[config.mk]
export PLATFORM = sky130hd
export DESIGN_NAME = sram_march_bist_ctrl_flat
export DESIGN_NICKNAME = d
export VERILOG_FILES = /design/src/rtl/sram_march_bist_ctrl_if.sv /design/src/rtl/sram_march_bist_ctrl.sv /design/src/flat_wrapper.sv
export SDC_FILE = /design/constraint.sdc
export NUM_CORES = 1
export LEC_CHECK = 0
export BUFFER_PORTS_ARGS = -buffer_cell sky130_fd_sc_hd__clkbuf_2
export CORE_MARGIN = 2
export CORE_UTILIZATION = 25
export CTS_BUF_LIST = sky130_fd_sc_hd__clkbuf_8
export DETAILED_ROUTE_END_ITERATION = 16
export PLACE_DENSITY_LB_ADDON = 0.2
export SLEW_MARGIN = 20
export SYNTH_ARGS = -nofsm -noshare
export SYNTH_HDL_FRONTEND = slang
export SYNTH_SLANG_ARGS = --single-unit
[constraint.sdc]
create_clock -name gclk -period 5.2 [get_ports gclk]
set_clock_uncertainty 0.2 [all_clocks]
set_input_delay 0.78 -clock gclk [delete_from_list [all_inputs] [get_ports gclk]]
set_output_delay 0.78 -clock gclk [all_outputs]
set_load 0.02 [all_outputs]
[src/rtl/sram_march_bist_ctrl_if.sv]
// Bundle between the March C- BIST sequencer and its surroundings.
// It carries the test-controller side (start, status, first-fail log) and
// the SRAM macro BIST port (a_bist_* strobes/address/data, a_dout).
//   master : the sequencer (drives status and macro strobes, receives start/a_dout)
//   slave  : test controller plus macro (drives start/a_dout, observes the rest)
interface sram_march_bist_ctrl_if #(
  parameter int ADDR_W = 6,
  parameter int DATA_W = 64
);
  logic              start;
  logic              busy;
  logic              done;
  logic              fail;
  logic [ADDR_W-1:0] fail_addr;
  logic [2:0]        fail_elem;
  logic [DATA_W-1:0] fail_data;
  logic [7:0]        err_cnt;
  logic              a_bist_en;
  logic              a_bist_men;
  logic              a_bist_wen;
  logic              a_bist_ren;
  logic [ADDR_W-1:0] a_bist_addr;
  logic [DATA_W-1:0] a_bist_din;
  logic [DATA_W-1:0] a_bist_bm;
  logic [DATA_W-1:0] a_dout;

  modport master (
    input  start, a_dout,
    output busy, done, fail, fail_addr, fail_elem, fail_data, err_cnt,
           a_bist_en, a_bist_men, a_bist_wen, a_bist_ren, a_bist_addr,
           a_bist_din, a_bist_bm
  );

  modport slave (
    output start, a_dout,
    input  busy, done, fail, fail_addr, fail_elem, fail_data, err_cnt,
           a_bist_en, a_bist_men, a_bist_wen, a_bist_ren, a_bist_addr,
           a_bist_din, a_bist_bm
  );
endinterface

[src/rtl/sram_march_bist_ctrl.sv]
// March C- BIST sequencer for a single-port SRAM macro.
// Runs E0 up(w0), E1 up(r0,w1), E2 up(r1,w0), E3 down(r0,w1), E4 down(r1,w0),
// E5 up(r0), one macro operation per cycle, and checks every read through a
// READ_LAT-deep compare pipeline. Logs first miscompare and a saturating count.
// Ports:
//   gclk  : clock (also the macro BIST clock)
//   grst  : synchronous active-high reset
//   bus   : master side of sram_march_bist_ctrl_if (start/status/log + macro port)
module sram_march_bist_ctrl #(
  parameter int                ADDR_W     = 6,
  parameter int                DATA_W     = 64,
  parameter int                READ_LAT   = 1,
  parameter logic [DATA_W-1:0] BG_PATTERN = {DATA_W{1'b0}}
) (
  input logic                    gclk,
  input logic                    grst,
  sram_march_bist_ctrl_if.master bus
);

  typedef enum logic [1:0] {S_IDLE, S_RUN, S_DRAIN, S_DONE} state_t;

  state_t            state, state_nxt;
  // Operation currently on the macro port (elem/addr/phase) and the next one.
  logic [2:0]        elem, op_elem, seq_elem;
  logic [ADDR_W-1:0] addr, op_addr, seq_addr;
  logic              phase, op_phase, seq_phase;
  logic              op_vld, op_wr, dn, at_end, last_op, push, clr, done_nxt, miss;
  logic [DATA_W-1:0] wr_data, exp_in;

  // Compare pipeline: stage 0 loads at the edge the macro samples a read,
  // stage READ_LAT-1 is compared against a_dout.
  logic [READ_LAT-1:0]             vld_pipe, vld_nxt;
  logic [READ_LAT-1:0][DATA_W-1:0] exp_pipe;
  logic [READ_LAT-1:0][ADDR_W-1:0] addr_pipe;
  logic [READ_LAT-1:0][2:0]        elem_pipe;

  always_ff @(posedge gclk) begin
    if (grst) begin
      state <= S_IDLE;
      elem  <= '0;
      addr  <= '0;
      phase <= 1'b0;
    end else begin
      state <= state_nxt;
      elem  <= op_elem;
      addr  <= op_addr;
      phase <= op_phase;
    end
  end

  always_comb begin
    // Successor of the current operation in the march.
    dn        = (elem == 3'd3) || (elem == 3'd4);
    at_end    = dn ? (addr == '0) : (addr == '1);
    last_op   = (elem == 3'd5) && (addr == '1);
    seq_elem  = elem;
    seq_addr  = addr;
    seq_phase = 1'b0;
    if ((elem inside {[3'd1:3'd4]}) && !phase) begin
      seq_phase = 1'b1;                        // write follows read, same address
    end else if (at_end) begin
      seq_elem = elem + 3'd1;
      // E3 and E4 are the down elements and start at the top address.
      seq_addr = ((elem == 3'd2) || (elem == 3'd3)) ? '1 : '0;
    end else begin
      seq_addr = dn ? addr - ADDR_W'(1) : addr + ADDR_W'(1);
    end

    // The read on the port right now is being sampled at this edge.
    push    = bus.a_bist_ren;
    vld_nxt = (vld_pipe << 1) | READ_LAT'(push);
    exp_in  = ((elem == 3'd2) || (elem == 3'd4)) ? ~BG_PATTERN : BG_PATTERN;

    state_nxt = state;
    done_nxt  = bus.done;
    clr       = 1'b0;
    op_vld    = 1'b0;
    op_elem   = elem;
    op_addr   = addr;
    op_phase  = phase;
    case (state)
      S_IDLE, S_DONE: begin
        if (bus.start) begin
          state_nxt = S_RUN;
          done_nxt  = 1'b0;
          clr       = 1'b1;
          op_vld    = 1'b1;
          op_elem   = 3'd0;
          op_addr   = '0;
          op_phase  = 1'b0;
        end
      end
      S_RUN: begin
        if (last_op) begin
          state_nxt = S_DRAIN;
        end else begin
          op_vld   = 1'b1;
          op_elem  = seq_elem;
          op_addr  = seq_addr;
          op_phase = seq_phase;
        end
      end
      S_DRAIN: begin
        if (vld_nxt == '0) begin
          state_nxt = S_DONE;
          done_nxt  = 1'b1;
        end
      end
      default: state_nxt = S_IDLE;
    endcase

    op_wr   = (op_elem == 3'd0) || op_phase;
    wr_data = ((op_elem == 3'd1) || (op_elem == 3'd3)) ? ~BG_PATTERN : BG_PATTERN;
  end

  // Registered status and macro strobes.
  always_ff @(posedge gclk) begin
    if (grst) begin
      bus.busy        <= 1'b0;
      bus.done        <= 1'b0;
      bus.a_bist_en   <= 1'b0;
      bus.a_bist_men  <= 1'b0;
      bus.a_bist_wen  <= 1'b0;
      bus.a_bist_ren  <= 1'b0;
      bus.a_bist_addr <= '0;
      bus.a_bist_din  <= '0;
      bus.a_bist_bm   <= '0;
    end else begin
      bus.busy        <= (state_nxt == S_RUN) || (state_nxt == S_DRAIN);
      bus.a_bist_en   <= (state_nxt == S_RUN) || (state_nxt == S_DRAIN);
      bus.done        <= done_nxt;
      bus.a_bist_men  <= op_vld;
      bus.a_bist_wen  <= op_vld & op_wr;
      bus.a_bist_ren  <= op_vld & ~op_wr;
      bus.a_bist_addr <= op_vld ? op_addr : '0;
      bus.a_bist_din  <= (op_vld && op_wr) ? wr_data : '0;
      bus.a_bist_bm   <= {DATA_W{op_vld & op_wr}};
    end
  end

  assign miss = vld_pipe[READ_LAT-1] && (bus.a_dout != exp_pipe[READ_LAT-1]);

  // Compare pipeline and fail log.
  always_ff @(posedge gclk) begin
    if (grst) begin
      vld_pipe      <= '0;
      exp_pipe      <= '0;
      addr_pipe     <= '0;
      elem_pipe     <= '0;
      bus.fail      <= 1'b0;
      bus.fail_addr <= '0;
      bus.fail_elem <= '0;
      bus.fail_data <= '0;
      bus.err_cnt   <= '0;
    end else begin
      vld_pipe     <= vld_nxt;
      exp_pipe[0]  <= exp_in;
      addr_pipe[0] <= addr;
      elem_pipe[0] <= elem;
      for (int i = 1; i < READ_LAT; i++) begin
        exp_pipe[i]  <= exp_pipe[i-1];
        addr_pipe[i] <= addr_pipe[i-1];
        elem_pipe[i] <= elem_pipe[i-1];
      end
      if (clr) begin
        bus.fail      <= 1'b0;
        bus.fail_addr <= '0;
        bus.fail_elem <= '0;
        bus.fail_data <= '0;
        bus.err_cnt   <= '0;
      end else if (miss) begin
        if (bus.err_cnt != 8'hFF) bus.err_cnt <= bus.err_cnt + 8'd1;
        if (!bus.fail) begin
          bus.fail      <= 1'b1;
          bus.fail_addr <= addr_pipe[READ_LAT-1];
          bus.fail_elem <= elem_pipe[READ_LAT-1];
          bus.fail_data <= bus.a_dout ^ exp_pipe[READ_LAT-1];
        end
      end
    end
  end

endmodule
[src/flat_wrapper.sv]
// flat-port wrapper written by rule: the top's interface ports become plain ports
module sram_march_bist_ctrl_flat 
#(
  parameter int                ADDR_W     = 6,
  parameter int                DATA_W     = 64,
  parameter int                READ_LAT   = 1,
  parameter logic [DATA_W-1:0] BG_PATTERN = {DATA_W{1'b0}}
)
  (gclk, grst, bus_start, bus_a_dout, bus_busy, bus_done, bus_fail, bus_fail_addr, bus_fail_elem, bus_fail_data, bus_err_cnt, bus_a_bist_en, bus_a_bist_men, bus_a_bist_wen, bus_a_bist_ren, bus_a_bist_addr, bus_a_bist_din, bus_a_bist_bm);
  sram_march_bist_ctrl_if #(.ADDR_W(ADDR_W), .DATA_W(DATA_W)) bus_i ();
  input logic gclk;
  input logic grst;
  input wire logic [$bits(bus_i.start)-1:0] bus_start;
  input wire logic [$bits(bus_i.a_dout)-1:0] bus_a_dout;
  output wire logic [$bits(bus_i.busy)-1:0] bus_busy;
  output wire logic [$bits(bus_i.done)-1:0] bus_done;
  output wire logic [$bits(bus_i.fail)-1:0] bus_fail;
  output wire logic [$bits(bus_i.fail_addr)-1:0] bus_fail_addr;
  output wire logic [$bits(bus_i.fail_elem)-1:0] bus_fail_elem;
  output wire logic [$bits(bus_i.fail_data)-1:0] bus_fail_data;
  output wire logic [$bits(bus_i.err_cnt)-1:0] bus_err_cnt;
  output wire logic [$bits(bus_i.a_bist_en)-1:0] bus_a_bist_en;
  output wire logic [$bits(bus_i.a_bist_men)-1:0] bus_a_bist_men;
  output wire logic [$bits(bus_i.a_bist_wen)-1:0] bus_a_bist_wen;
  output wire logic [$bits(bus_i.a_bist_ren)-1:0] bus_a_bist_ren;
  output wire logic [$bits(bus_i.a_bist_addr)-1:0] bus_a_bist_addr;
  output wire logic [$bits(bus_i.a_bist_din)-1:0] bus_a_bist_din;
  output wire logic [$bits(bus_i.a_bist_bm)-1:0] bus_a_bist_bm;
  assign bus_i.start = bus_start;
  assign bus_i.a_dout = bus_a_dout;
  assign bus_busy = bus_i.busy;
  assign bus_done = bus_i.done;
  assign bus_fail = bus_i.fail;
  assign bus_fail_addr = bus_i.fail_addr;
  assign bus_fail_elem = bus_i.fail_elem;
  assign bus_fail_data = bus_i.fail_data;
  assign bus_err_cnt = bus_i.err_cnt;
  assign bus_a_bist_en = bus_i.a_bist_en;
  assign bus_a_bist_men = bus_i.a_bist_men;
  assign bus_a_bist_wen = bus_i.a_bist_wen;
  assign bus_a_bist_ren = bus_i.a_bist_ren;
  assign bus_a_bist_addr = bus_i.a_bist_addr;
  assign bus_a_bist_din = bus_i.a_bist_din;
  assign bus_a_bist_bm = bus_i.a_bist_bm;
  sram_march_bist_ctrl #(.ADDR_W(ADDR_W), .DATA_W(DATA_W), .READ_LAT(READ_LAT), .BG_PATTERN(BG_PATTERN)) u_core (.gclk(gclk), .grst(grst), .bus(bus_i));
endmodule
==> results of run 1 <==
[layer usage]
layer  up-vias  routed length, um  global-route usage
met3        16               1163             0.03312
met2       214              10550              0.2410
met5         -                  0                   0
li1       3080                  -                   -
met4         0                320             0.04831
met1      2943              10220              0.2004
[state kept, by name, indices dropped and copies added (netlist names), 2 cells and up]
signal and count:
u_core.bus.err_cnt 8, u_core.elem 3, u_core.bus.fail_data 64, u_core.elem_pipe 3
u_core.addr 6, u_core.bus.fail_elem 3, u_core.bus.fail_addr 6, u_core.state 2
u_core.addr_pipe 6, u_core.bus.a_bist_addr 6
[cell type report]
type,count,area (sq um),area share
diodes,2,5.005,0.0006248
well taps,341,426.7,0.05326
clock buffers,20,275.3,0.03436
multi-input cells,524,3277,0.4091
flip-flops and latches,117,2349,0.2932
repair buffers,298,1516,0.1893
clock inverters,12,127.6,0.01593
inverters,9,33.78,0.004217
[where the power goes]
part           total (uW)  switching [uW]  internal, uW
Combinational         260             177          82.7
Clock                 865             403           462
Sequential            917            15.5           901
Total                2040             596          1450
[cells in the final DEF, fill, tap and decap left out, types with 4 or more instances in the layout]
cell	Yosys	layout
a21oi_1	90	90
a22o_1	4	4
and2_1	11	11
buf_4	128	10
clkbuf_2	0	288
clkbuf_8	0	20
clkinvlp_4	0	5
dfxtp_1	117	114
ha_1	12	12
inv_1	9	9
mux2i_1	19	19
nand2_1	20	19
nand3_1	15	15
nand4_1	27	27
nor2_1	21	21
nor2b_1	12	11
nor3_1	137	137
o21ai_0	24	24
or3_1	5	5
or4_1	20	19
xor2_1	65	65
[worst max-delay path, cell delays in order (launching register included)]
cell and delay [ns]:
dfxtp_4 0.59, or4_1 0.62, mux2i_1 0.21, nand4_1 0.20, or4_2 0.72, buf_4 0.31, a31oi_1 0.22, nor3_1 0.06
[synthesized netlist by cell type (all sizes together), types with 3 or more instances]
master / count / area share
buf: 145 / 0.15
nor3: 137 / 0.10
dfxtp: 117 / 0.34
a21oi: 90 / 0.066
xor2: 65 / 0.083
clkbuf: 42 / 0.023
nand4: 27 / 0.025
o21ai: 26 / 0.019
nor2: 21 / 0.012
nand2: 20 / 0.011
or4: 20 / 0.022
mux2i: 19 / 0.028
nand3: 15 / 0.011
and2: 12 / 0.011
ha: 12 / 0.022
nor2b: 12 / 0.011
inv: 9 / 0.0049
or3: 5 / 0.0046
a22o: 4 / 0.0051
a211oi: 3 / 0.0033
a31oi: 3 / 0.0027
nand2b: 3 / 0.0027
o21a: 3 / 0.0033
o31ai: 3 / 0.0033
[stage by stage]
stage	util	setup WS (ns)	cells	cell area [sq um]
after floorplan	-	2.214	837	6830
after global placement	0.2829	1.631	1289	7602
after detailed placement	0.2829	1.679	1289	7602
after CTS	0.2979	1.850	1321	8005
after global routing	0.2980	1.669	1323	8010
final	0.2980	1.860	1323	8010
[worst min path at each step]
stage | startpoint | to | slack [ns] | cells past startpoint
detailed placement | u_core.addr_pipe[5] | u_core.bus.fail_addr[5] | 0.24 | 2
finish | u_core.addr_pipe[5] | u_core.bus.fail_addr[5] | 0.25 | 2
floorplan | u_core.addr_pipe[0] | u_core.bus.fail_addr[0] | 0.23 | 2
global route | u_core.addr_pipe[3] | u_core.bus.fail_addr[3] | 0.27 | 2
CTS | u_core.addr_pipe[0] | u_core.bus.fail_addr[0] | 0.25 | 2
global placement | u_core.addr_pipe[3] | u_core.bus.fail_addr[3] | 0.24 | 2
[logic make-up after synthesis]
| group | Yosys count | synth area share |
|---|---|---|
| buffers and inverters | 196 | 0.1806 |
| AOI/OAI and AO/OA | 145 | 0.1182 |
| xor gates and xnor gates | 65 | 0.08335 |
| and+or+nand+nor | 281 | 0.2206 |
| DFF | 117 | 0.3429 |
| adders and majority gates | 13 | 0.02491 |
| muxes | 20 | 0.02949 |
==> impl_metrics.ini, run 1 <==
[setup_path]
r2r_cells = 7
r2r_setup_slack_ns = 1.86
worstPathRequired_ns = 5.28
endpoint = u_core.bus.err_cnt[6]
start_kind = flip-flop
crit_type = flip-flop to flip-flop
r2r_start = u_core.exp_pipe[62]
crit_arrival_ns = 3.42
startpoint = u_core.exp_pipe[62]
crit_fanout = 72
endpoint_kind = flip-flop
r2r-end = u_core.bus.err_cnt[6]

[logic_synthesis]
netlist_instances = 837
netlist_area_sq_mm = 0.006830
ys_types = 47
yosys_warnings = 0
ys_seq_area_frac = 0.3429
avgSynthCellArea_sq_um = 8.160
ys_ff_latch = 117
synthFlopType = dfxtp_1
syn_nets = 917
synthArstFlopShare = 0
synth_edf_count = 0

[global_routing]
grtUsageTotal = 0.1502
antenna_found_initial = 2
grt_pass1_vias = 5554
grt_pass1_wl_um = 33280
grt_max_degree = 82
gr-total-overflow = 0

[layout]
nFillCells = 2938
drive_above_1_share = 0.3459
nets = 1047
area_growth_pct = 17.27

[timing]
fin_crit_sh = 0.6423
setup_violations = 0
tightest_slew_ns = 0.9659
hold_violations = 0
hold_slack_ns = 0.2507
period_needed_ns = 3.340
drv_slew = 0
fin_tns_setup_ns = 0
max_slew_margin = 0.3561
clock.fmax_mhz = 299.4
rsz0062_at_grt = false

[power_and_ir_drop]
power_density_mw_per_mm2 = 254.9
power_uw = 2042
p_leak_uw = 0.003562
peakVddDrop_v = 0.0001186

[routing]
first_pass_iters = 5
route.detailed.drc = 0
via_per_inst = 4.726
totalWireLength_um = 22250
detail-route-antenna-nets = 0
avgRoutedWirePerCell_um = 16.81
drt_iter0_markers = 450
vias = 6253

[floorplanning]
io_pins = 289
die_area_sq_mm = 0.02866
die_h_um = 169.3
die_w_um = 169.3
rows = 60
initial_core_util = 0.2541
core_area_sq_mm = 0.02688

[cts]
clock-sinks = 117
cts_root_buffer = clkbuf_8
cts_setup_buffers = 0
path_clk_slew_ns = 0.07
postCtsHoldBufs = 0
insertion_delay_ns = 0.44
cts_tree = built
clock_path_buffers = 2
cts_max_level = 4
cts-buffers-inserted = 17
cts_resized = 0

[hold_path]
hp-class = flip-flop to flip-flop

[placed_design]
dpl.hpwl_um = 15800
portBuffers = 288
place_congestion = 0.8667

[status]
status = completed

[flow_run]
cap_violations = 0
Power figures use the tool's default switching activity.
==> run 2: changes to the inputs <==
Settings changed: ABC_AREA from default to 1.
Clock period 5.2 ns to 3.3 ns, I/O delays scaled along.
==> run 2 against run 1 <==
Final cell count up 5.1%; largest power group unchanged; register-to-register slack worse by 1.2 ns; combinational power rose to 3.2 times the previous value; sequential power up 62%; sequential share of layout area up 0.20 points; hold slack worse by 0.10 ns; synthesized cell count up 7.2%; clock-buffer cell count down 2; via count down 4.5%.
==> impl_metrics.ini, run 2 <==
[hold_path]
hold_depth = 4
hp-start = grst
hp-class = input port to flip-flop
min_to = u_core.bus.err_cnt[0]

[routing]
route.detailed.drc = 0
avgRoutedWirePerCell_um = 14.29
detail-route-antenna-nets = 0
via_per_inst = 4.297
first_pass_iters = 4
drt_iter0_markers = 404
vias = 5973
totalWireLength_um = 19870

[logic_synthesis]
synth_edf_count = 0
yosys-top-cells-area = dfxtp_1 (34%), buf_4 (15%), nand2_1 (9.6%), xor2_1 (8.7%), nand4_1 (7.4%)
yosys_warnings = 0
synth_top_family_by_area = simple AND/OR/NAND/NOR gates
synthSimpleGateAreaFrac = 0.2350
ys_seq_area_frac = 0.3440
netlist_instances = 897
synthMuxAreaShare = 0
netlist_area_sq_mm = 0.006809
netlist.area_leader.share = 0.3440
synthTopCellsByCount = nand2_1 (175), buf_4 (135), dfxtp_1 (117), a21oi_1 (96), nand4_1 (81)
synthArstFlopShare = 0
synth_most_common_cell = nand2_1
avgSynthCellArea_sq_um = 7.591
synth-compound-area-share = 0.08912
synthXorXnorAreaFrac = 0.09133
syn_nets = 977
synth_top_cell_by_area = dfxtp_1
synthFlopType = dfxtp_1
ys_types = 29
ys_ff_latch = 117
synth_fa_ha_area_frac = 0.02499

[layout]
area_growth_pct = 16.91
antennaDiodeCount = 0
nets = 1116
largest_register_ffs = 64
fin_util = 0.2962
top_register = u_core.bus.fail_data
multi_input_area_sq_mm = 0.002999
nFillCells = 3017
drive_above_1_share = 0.3270
layout_commonest_cell = clkbuf_2
reg_top3 = u_core.bus.fail_data x64, u_core.bus.err_cnt x8
final_cell_mix = clkbuf_2 (288), nand2_1 (175), dfxtp_1 (113), a21oi_1 (96), nand4_1 (81)
seqCellArea_sq_mm = 0.002350

[setup_path]
crit_slowest_cell = dfxtp_1
crit_arrival_ns = 2.78
cp_common_cell = nand2_1
r2r_cells = 18
r2r_setup_slack_ns = 0.65
worstPathCellList = inv_1, ha_1, inv_1, nand2_1, nand2_1, inv_1, ha_1, nand3_1, nand3_1, nand2_1, nand2_1, nand2_1, a21oi_1, o21ai_0, nand2_1, o21ai_0, nand2_1, a21oi_1
r2r_start = u_core.elem[0]
r2r-end = u_core.bus.a_bist_addr[5]
crit_fanout = 6
start_kind = flip-flop
critPathMaxStageDelay_ns = 0.38
crit_type = flip-flop to flip-flop
worstPathRequired_ns = 3.42
endpoint_kind = flip-flop

[power_and_ir_drop]
p_int_uw = 2523
pwr-share-clk = 0.389
p_switching_uw = 1262
p_leak_uw = 0.003833
seqPwrFrac = 0.395
power_density_mw_per_mm2 = 475.5
swShare = 0.3334
combPwrFrac = 0.216
peakVddDrop_v = 0.0002502

[timing]
max_slew_margin = 0.3577
tightest_slew_ns = 0.9634
fin_tns_setup_ns = 0
hold_violations = 0
rsz0062_at_grt = false
hold_slack_ns = 0.1501
drv_slew = 0
clock.fmax_mhz = 377.0
setup_violations = 0
fin_crit_sh = 0.8037
period_needed_ns = 2.652

[status]
status = completed

[placed_design]
place_congestion = 0.8042
dpl.hpwl_um = 14020
portBuffers = 288

[floorplanning]
core_area_sq_mm = 0.02688
initial_core_util = 0.2534
rows = 60
die_h_um = 169.0
die_area_sq_mm = 0.02857
io_pins = 289
die_w_um = 169.0

[cts]
cts_setup_buffers = 0
cts_max_level = 4
cts_resized = 0
cts_root_buffer = clkbuf_8
cts-buffers-inserted = 17
clock_path_buffers = 2
clock-sinks = 117
postCtsHoldBufs = 0
insertion_delay_ns = 0.46
path_clk_slew_ns = 0.07
cts_tree = built

[global_routing]
gr-total-overflow = 0
grt_pass1_vias = 5440
antenna_found_initial = 0
grt_max_degree = 83
grt_pass1_wl_um = 29840
grtUsageTotal = 0.1339

[flow_run]
cap_violations = 0
## run 2: cell count changes after synthesis, sizes merged, moves of 8 or more
cell / change
nor2b: -12
buf: +8
inv: +37
mux2i: -19
nand4: +54
o21ai: -17
clkbuf: -17
or4: -20
and2: -12
nor3: -136
nand2: +157
nor2: +57
## run 2: worst max-delay path by stage
| stage | from | to | slack (ns) | cells after the start |
|---|---|---|---|---|
| floorplan | u_core.bus.a_bist_wen | bus_a_bist_bm[0] | 0.84 | 1 |
| global placement | u_core.elem[0] | u_core.bus.a_bist_addr[3] | 0.69 | 14 |
| detailed placement | u_core.elem[0] | u_core.bus.a_bist_addr[5] | 0.65 | 18 |
| CTS | u_core.elem[0] | u_core.bus.a_bist_addr[5] | 0.64 | 18 |
| global route | u_core.elem[0] | u_core.bus.a_bist_addr[3] | 0.31 | 14 |
| finish | u_core.elem[0] | u_core.bus.a_bist_addr[5] | 0.65 | 18 |
## run 2: worst max-delay path: cells and delay by family, from the launching register on
kind	cells	cell delay, ns
buf+inv	3	0.32
simple gates	9	0.74
flops	1	0.38
compound gates	4	0.34
fa+ha+maj	2	0.56
## run 2: metrics by stage
| stage | total power [uW] | cell area, sq um | setup WS [ns] | cells |
|---|---|---|---|---|
| floorplan | 2306 | 6809 | 0.8439 | 897 |
| global placement | 2362 | 7527 | 0.6906 | 1358 |
| detailed placement | 2354 | 7527 | 0.6450 | 1358 |
| CTS | 3835 | 7960 | 0.6377 | 1390 |
| global route | 3977 | 7960 | 0.3147 | 1390 |
| finish | 3785 | 7960 | 0.6478 | 1390 |
## run 2: power groups by stage
stage	combinational [uW]	sequential (uW)	clock (uW)
6_report	819	1490	1470
4_1_cts	828	1500	1510
3_5_place_dp	824	1530	0
2_1_floorplan	763	1540	0
5_1_grt	881	1510	1590
3_3_place_gp	834	1530	0
## run 2: metal layers
layer	up-vias	wire (um)	part of all wire	track usage
met5	-	0	0	0
met2	156	9346	0.47	0.2144
li1	3079	-	-	-
met1	2708	9064	0.46	0.1729
met3	30	892	0.045	0.03156
met4	0	563	0.028	0.05686
## run 2: cell type report
class,instances,share of cell area
Clock buffer,18,0.03112
Clock inverter,14,0.02326
Inverter,46,0.02169
Multi-Input combinational cell,556,0.3768
Sequential cell,117,0.2952
Tap cell,341,0.05360
Timing Repair Buffer,298,0.1984
## run 2: logic make-up (layout without fill, tap and decap cells)
logic type               Yosys count  in the layout
AO/OA/AOI/OAI                    116            116
XOR/XNOR                          71             71
adder cells (fa/ha/maj)           13             13
buffers and inverters            224            376
flip-flops                       117            117
AND/OR/NAND/NOR                  356            356
